### config.mk
export PLATFORM = sky130hd
export DESIGN_NAME = multicycle_controller
export DESIGN_NICKNAME = d
export VERILOG_FILES = /design/src/rtl/multicycle_controller.sv
export SDC_FILE = /design/constraint.sdc
export NUM_CORES = 1
export LEC_CHECK = 0
export CAP_MARGIN = 40
export CORE_AREA = 2 2 69 71
export CTS_CLUSTER_SIZE = 28
export DETAILED_ROUTE_END_ITERATION = 10
export DIE_AREA = 0 0 71 73
export GPL_ROUTABILITY_DRIVEN = 0
export PLACE_DENSITY = 0.77
export SLEW_MARGIN = 20
export SYNTH_ARGS = -nofsm -noshare
export SYNTH_HDL_FRONTEND = slang
export SYNTH_SLANG_ARGS = --single-unit
export TNS_END_PERCENT = 1
### constraint.sdc
create_clock -name clk -period 2 [get_ports clk]
set_clock_uncertainty 0.2 [all_clocks]
set_input_delay 0.4 -clock clk [delete_from_list [all_inputs] [get_ports clk]]
set_output_delay 0.4 -clock clk [all_outputs]
set_load 0.03 [all_outputs]
### src/rtl/multicycle_controller.sv
// Multi-cycle core sequencer: steps each instruction through FETCH/DECODE/EXECUTE/MEM/WRITEBACK and drives all datapath enables.
// Latency: ALU 4 cycles, branch/nop 3, store 4, load 5 (zero-wait memory); memory waits add cycles, MEM_TIMEOUT waits end in FAULT.
// Backpressure: req/ack to instruction and data memory; a raised request holds until ack. Optional counters: MULTICYCLE_PERF_COUNTER_EN.
module multicycle_controller #(
  parameter int MEM_TIMEOUT = 255
) (
  input  logic        clk,
  input  logic        rst,
  input  logic        haltReq,
  input  logic        dcIsLoadInsn,
  input  logic        dcIsStoreInsn,
  input  logic        dcRfWrEnable,
  output logic        imemReq,
  input  logic        imemAck,
  output logic        dmemReq,
  input  logic        dmemAck,
  output logic        dataWrEnable,
  output logic        irWrEnable,
  output logic        opWrEnable,
  output logic        aluWrEnable,
  output logic        mdrWrEnable,
  output logic        rfWrEnable,
  output logic        pcWrEnable,
  output logic        insnRetired,
  output logic        halted,
  output logic        fault,
  output logic [31:0] cycleCount,
  output logic [31:0] retireCount
);

  localparam int CntWidth = $clog2(MEM_TIMEOUT + 1);
  localparam logic [CntWidth-1:0] LastWait = CntWidth'(MEM_TIMEOUT - 1);

  typedef enum logic [2:0] {
    RESET_WAIT, FETCH, DECODE, EXECUTE, MEM, WRITEBACK, HALTED, FAULT
  } ctrlState;

  ctrlState              state;
  ctrlState              nextState;
  ctrlState              afterRetire;
  logic [CntWidth-1:0]   waitCnt;
  logic                  isLoad;
  logic                  isStore;
  logic                  retire;
  logic                  waitExpired;

  // Next-state decode; a load+store combination is handled as a load.
  always_comb begin
    isLoad      = dcIsLoadInsn;
    isStore     = dcIsStoreInsn & ~dcIsLoadInsn;
    waitExpired = (waitCnt == LastWait);
    retire      = ((state == EXECUTE) & ~isLoad & ~isStore & ~dcRfWrEnable)
                | ((state == MEM) & dmemAck & isStore)
                | (state == WRITEBACK);
    afterRetire = haltReq ? HALTED : FETCH;
    nextState   = state;
    case (state)
      RESET_WAIT: nextState = haltReq ? HALTED : FETCH;
      FETCH: begin
        if (imemAck)          nextState = DECODE;
        else if (waitExpired) nextState = FAULT;
      end
      DECODE:  nextState = EXECUTE;
      EXECUTE: begin
        if (isLoad || isStore) nextState = MEM;
        else if (dcRfWrEnable) nextState = WRITEBACK;
        else                   nextState = afterRetire;
      end
      MEM: begin
        if (dmemAck)          nextState = isLoad ? WRITEBACK : afterRetire;
        else if (waitExpired) nextState = FAULT;
      end
      WRITEBACK: nextState = afterRetire;
      HALTED:    nextState = haltReq ? HALTED : FETCH;
      FAULT:     nextState = FAULT;
      default:   nextState = FAULT;
    endcase
  end

  // State, wait counter and state-only (Moore) outputs, registered from the next state.
  always_ff @(posedge clk or negedge rst) begin
    if (!rst) begin
      state       <= RESET_WAIT;
      waitCnt     <= '0;
      imemReq     <= 1'b0;
      dmemReq     <= 1'b0;
      opWrEnable  <= 1'b0;
      aluWrEnable <= 1'b0;
      rfWrEnable  <= 1'b0;
      halted      <= 1'b0;
      fault       <= 1'b0;
    end else begin
      state <= nextState;
      // Counter restarts on every entry to FETCH or MEM and counts cycles spent waiting there.
      if ((state == FETCH || state == MEM) && nextState == state)
        waitCnt <= waitCnt + CntWidth'(1);
      else
        waitCnt <= '0;
      imemReq     <= (nextState == FETCH);
      dmemReq     <= (nextState == MEM);
      opWrEnable  <= (nextState == DECODE);
      aluWrEnable <= (nextState == EXECUTE);
      rfWrEnable  <= (nextState == WRITEBACK);
      halted      <= (nextState == HALTED);
      fault       <= (nextState == FAULT);
    end
  end

  // Ack-qualified strobes act in the ack cycle itself, gated by the current state so reset drops them at once.
  assign irWrEnable   = (state == FETCH) & imemAck;
  assign mdrWrEnable  = (state == MEM) & dmemAck & isLoad;
  assign dataWrEnable = (state == MEM) & isStore;
  assign pcWrEnable   = retire;
  assign insnRetired  = retire;

`ifdef MULTICYCLE_PERF_COUNTER_EN
  // Free-running 32-bit performance counters; wrap naturally.
  always_ff @(posedge clk or negedge rst) begin
    if (!rst) begin
      cycleCount  <= '0;
      retireCount <= '0;
    end else begin
      if (state != RESET_WAIT && state != HALTED && state != FAULT)
        cycleCount <= cycleCount + 32'd1;
      if (retire)
        retireCount <= retireCount + 32'd1;
    end
  end
`else
  assign cycleCount  = '0;
  assign retireCount = '0;
`endif

endmodule

## Word-level counts from Yosys, hierarchy flattened

Cells that the tools add are included.

- Bits in registers: 18
- Input bits: 8
- Output and inout bits: 76
- Logic and storage cells: 54

- Add/sub/neg operators: 1
- Equal/unequal tests: 16
- Multiplexer cells: 9
- Bitwise gates (word level): 14
- Reduce and logical (&&, ||, !) cells: 5

Operators with widths:

| operator | count |
|---|---|
| 3-bit == test (second input constant) | 8 |
| 3-bit 2-to-1 mux | 7 |
| 3-bit case mux with 6 select lines | 1 |
| 3-bit by 2-bit == test with 1-bit output (second input constant) | 4 |
| 1-bit AND | 9 |
| 8-bit by 1-bit adder with 8-bit output (second input constant) | 1 |
| 8-bit == test (second input constant) | 1 |
| 8-bit 2-to-1 mux | 1 |
| 3-bit by 1-bit == test with 1-bit output (second input constant) | 2 |
| 3-bit == test | 1 |
| 3-bit logical NOT | 1 |
| 1-bit NOT | 3 |
| 3-bit OR reduction | 1 |
| 1-bit logical OR | 2 |
| 1-bit bitwise OR | 2 |
| 1-bit logical AND | 1 |

## Depth between registers and ports, before layout

Gate-level depths: netlist (run 1).

- Depth in word-level cells: 8
- Depth in mapped cells: 7
- Mapped depth without buffers: 7

## Worst setup path before layout (run 1)

No wires, ideal clock.

- Kind: register to output
- From: reg state[2]
- To: out pcWrEnable
- Arrival: 1.837 ns
- Data required time: 1.400 ns
- Path slack: -0.437 ns
- Stages on the path, launching flop included: 5
- Buffers on the path: 1
- Path through: dfrtp_1 > nand2b_4 > or4_4 > o22ai_1 > buf_4

- Longest elaborated chain between the ends: 6
- Elaborated cells on any way between the ends: 10
- Those cells by class: eq/ne: 3; bitwise: 7

Ends and longest elaborated chain:

| element | RTL line | RTL |
|---|---|---|
| start: declaration | 38 | `ctrlState state;` |
| start signal: assignment | 93 | `state <= nextState;` |
| 3-bit by 2-bit == test with 1-bit output | 52 | `retire = ((state == EXECUTE) & ~isLoad & ~isStore & ~dcRfWrEnable)` |
| 1-bit AND (3 in series) | 52 |  |
| 1-bit bitwise OR | 53 | `\| ((state == MEM) & dmemAck & isStore)` |
| 1-bit bitwise OR * | 54 | `\| (state == WRITEBACK);` |
| end: declaration | 23 | `output logic pcWrEnable,` |

Every way passes the cells marked *; elsewhere a longest branch is shown, timed or not.

## Final worst setup path (run 1)

- From: reg state[2]
- To: out insnRetired

- Longest elaborated chain between the ends: 6
- Elaborated cells on any way between the ends: 10
- Those cells by class: eq/ne: 3; bitwise: 7

Ends and longest elaborated chain:

| element | RTL line | RTL |
|---|---|---|
| 3-bit by 2-bit == test with 1-bit output | 52 |  |
| 1-bit AND (3 in series) | 52 |  |
| 1-bit bitwise OR | 53 |  |
| 1-bit bitwise OR * | 54 |  |
| end: declaration | 24 | `output logic insnRetired,` |

Marks and branches as above.

==> qor.yml, run 1 <==
status: "finished, violations left"
violations: "setup timing"
clock_path_buffers: 2
yosysSeqAreaShare_pct: 29.65
design_area_mm2: 0.001818
rr_startpoint: "state[2]$_DFF_PN0_"
power.total_mw: 2.195
htreeDepth: 1
path_clk_slew_ns: 0.07
drive_gt1_share_pct: 23.85
leakagePower_nw: 0.8896
fin_crit_sh_pct: 110.4
avgViaCountPerCell: 4.180
postCtsHoldBufs: 0
cts-root-buf: "clkbuf_8"
avgRoutedWirePerCell_um: 10.34
synth-edff-count: 0
ys_warn_count: 0
die_x_um: 71
fmax_mhz: 453.1
grt_max_degree: 19
place_area_mm2: 0.001682
path_class: "reg -> out"
vias: 1137
yosysMostFrequentCell: "buf_4"
nets: 229
grt_use_total_pct: 10.28
reg2regPathDepth: 6
grt_pass1_vias: 975
die_height_um: 73
synthTopCellsByCount: "buf_4 (66), dfrtp_1 (18), nor3_1 (13)"
rows: 25
layout_setup_ws_ns: -0.2070
powerDensity_mw_per_mm2: 1207
overflow: 0
io_buffers: 19
async_flop_share_pct: 100.0
drt_pre_antenna_iters: 4
worst_setup_path_start_kind: "flip-flop"
startpoint: "state[2]$_DFF_PN0_"
synthTopCellsByArea: "buf_4 (33%), dfrtp_1 (30%), nor3_1 (4.3%)"
ys_ff_latch: 18
drtAntennaViolNets: 0
antenna_found_initial: 0
drt-initial-drc-count: 90
cp_max_fo: 2
die_area_mm2: 0.005183
syn_avg_cell_area_um2: 8.680
syn_area_mm2: 0.001519
end_kind: "primary output"
yosysTopAreaCell: "buf_4"
io_pins: 84
hold_violations: 0
setup_viol: 9
syn2layout_area_growth_pct: 19.69
synth_flop_cell: "dfrtp_1"
num-fill-cells: 434
synth_cells: 175
layout_min_cycle_time_ns: 2.207
diodes: 0
wirelength_mm: 2.812
required_ns: 1.40
irDropWorstVdd_v: 0.0004535
cts_tree: "done"
cts.sinks: 18
cp.arrival_ns: 1.61
grt_first_pass_wirelength_mm: 4.243
synth_top_area_share_pct: 32.62
start_util_pct: 33.49
place.detailed.hpwl_mm: 2.120
drv_cap: 0
clk-insertion-delay-late_ns: 0.25
yosys.cell_types.count: 40
rsz0062_at_grt: "yes"
drv_slew: 0
fp.coreArea_mm2: 0.004536
hp-class: "in -> async"
cts_buffers: 3
drc: 0
-- report_power, final --
| group | switching [mW] | leakage [nW] | internal [mW] |
|---|---|---|---|
| registers | 0.0640 | 0.238 | 0.446 |
| logic | 0.819 | 0.623 | 0.574 |
| clock network | 0.117 | 0.0288 | 0.175 |
| total | 1.00 | 0.890 | 1.19 |
-- critical path, cell delays in order, from the launching register on --
cell      delay (ns)
dfrtp_1         0.40
nand2b_4        0.15
or4_4           0.44
o22ai_4         0.21
buf_6           0.16
-- through the flow --
stage	hold WS (ns)	TNS, ns	setup slack [ns]	std cells	util, %
6_report	0.2755	-0.6677	-0.2070	272	40.08
5_1_grt	0.3050	-2.232	-0.2650	272	40.08
4_1_cts	0.2878	-1.598	-0.3060	271	39.34
3_5_place_dp	0.3406	-5.496	-0.3747	265	37.08
3_3_place_gp	0.3309	-5.212	-0.3627	265	37.08
2_1_floorplan	-0.09559	-0.1776	-0.1198	238	-
-- cells in the final DEF, fill, tap and decap left out, drive strengths merged, types with 3 or more instances in the layout --
| master | count |
|---|---|
| conb | 64 |
| buf | 30 |
| dfrtp | 18 |
| nor3 | 13 |
| nor2 | 11 |
| clkdlybuf4s50 | 11 |
| nand2 | 7 |
| nand2b | 7 |
| inv | 5 |
| nand3 | 4 |
| a21oi | 4 |
| xnor2 | 4 |
| clkbuf | 4 |
| o21a | 3 |
-- cell families after synthesis --
family	after synthesis	synth area share (%)
flops	18	29.65
simple gates	51	17.71
fa+ha+maj	2	1.647
xor+xnor	6	3.460
buf+inv	73	34.43
other cells	1	0.2469
compound gates	24	12.85
-- state kept, by name, indices dropped and copies added (netlist names) --
name,count
fault,1
waitCnt,8
aluWrEnable,1
halted,1
opWrEnable,1
dmemReq,1
imemReq,1
state,3
rfWrEnable,1
-- layout make-up --
type / instances / area, um^2 / share of cell area [%]
tap: 54 / 67.56 / 3.716
clock buffer: 4 / 55.05 / 3.028
timing repair buffer: 44 / 376.6 / 20.72
multi-input combinational: 147 / 848.3 / 46.66
inverter: 5 / 18.77 / 1.032
sequential: 18 / 451.7 / 24.85
-- per-layer routing --
layer,GRT usage [%],share of wire (%),up-vias,wire [um]
met5,0,0,-,0
met4,1.468,0.28,0,8
met3,3.867,8.3,2,234
met2,18.80,51,55,1425
met1,11.69,41,526,1144
li1,-,-,554,-
-- what timing repair did --
action / CTS / global route
setup endpoints to repair: 19 / 20
pin swaps: 6 / 3
gates resized for setup: 10 / 6
buffers inserted: 2 / 1
-- worst paths after layout --
kind	to	slack, ns
worst max-delay path	insnRetired	-0.21
worst min-delay path	fault$_DFF_PN0_	0.28
worst max register to register	imemReq$_DFF_PN0_	-0.02
worst min register to register	aluWrEnable$_DFF_PN0_	0.35
max in group asynchronous	state[0]$_DFF_PN0_	1.11
min in group clk	aluWrEnable$_DFF_PN0_	0.35
Note: power is estimated with default switching activity, not from simulation.
==> inputs of run 2 (changes only) <==
--- a/config.mk
+++ b/config.mk
@@ -7,7 +7,7 @@
 export LEC_CHECK = 0
 export CAP_MARGIN = 40
 export CORE_AREA = 2 2 69 71
-export CTS_CLUSTER_SIZE = 28
+export CTS_CLUSTER_SIZE = 16
 export DETAILED_ROUTE_END_ITERATION = 10
 export DIE_AREA = 0 0 71 73
 export GPL_ROUTABILITY_DRIVEN = 0
==> results of run 2 <==
The final DEF is identical to that of run 1; final timing and power are the same.
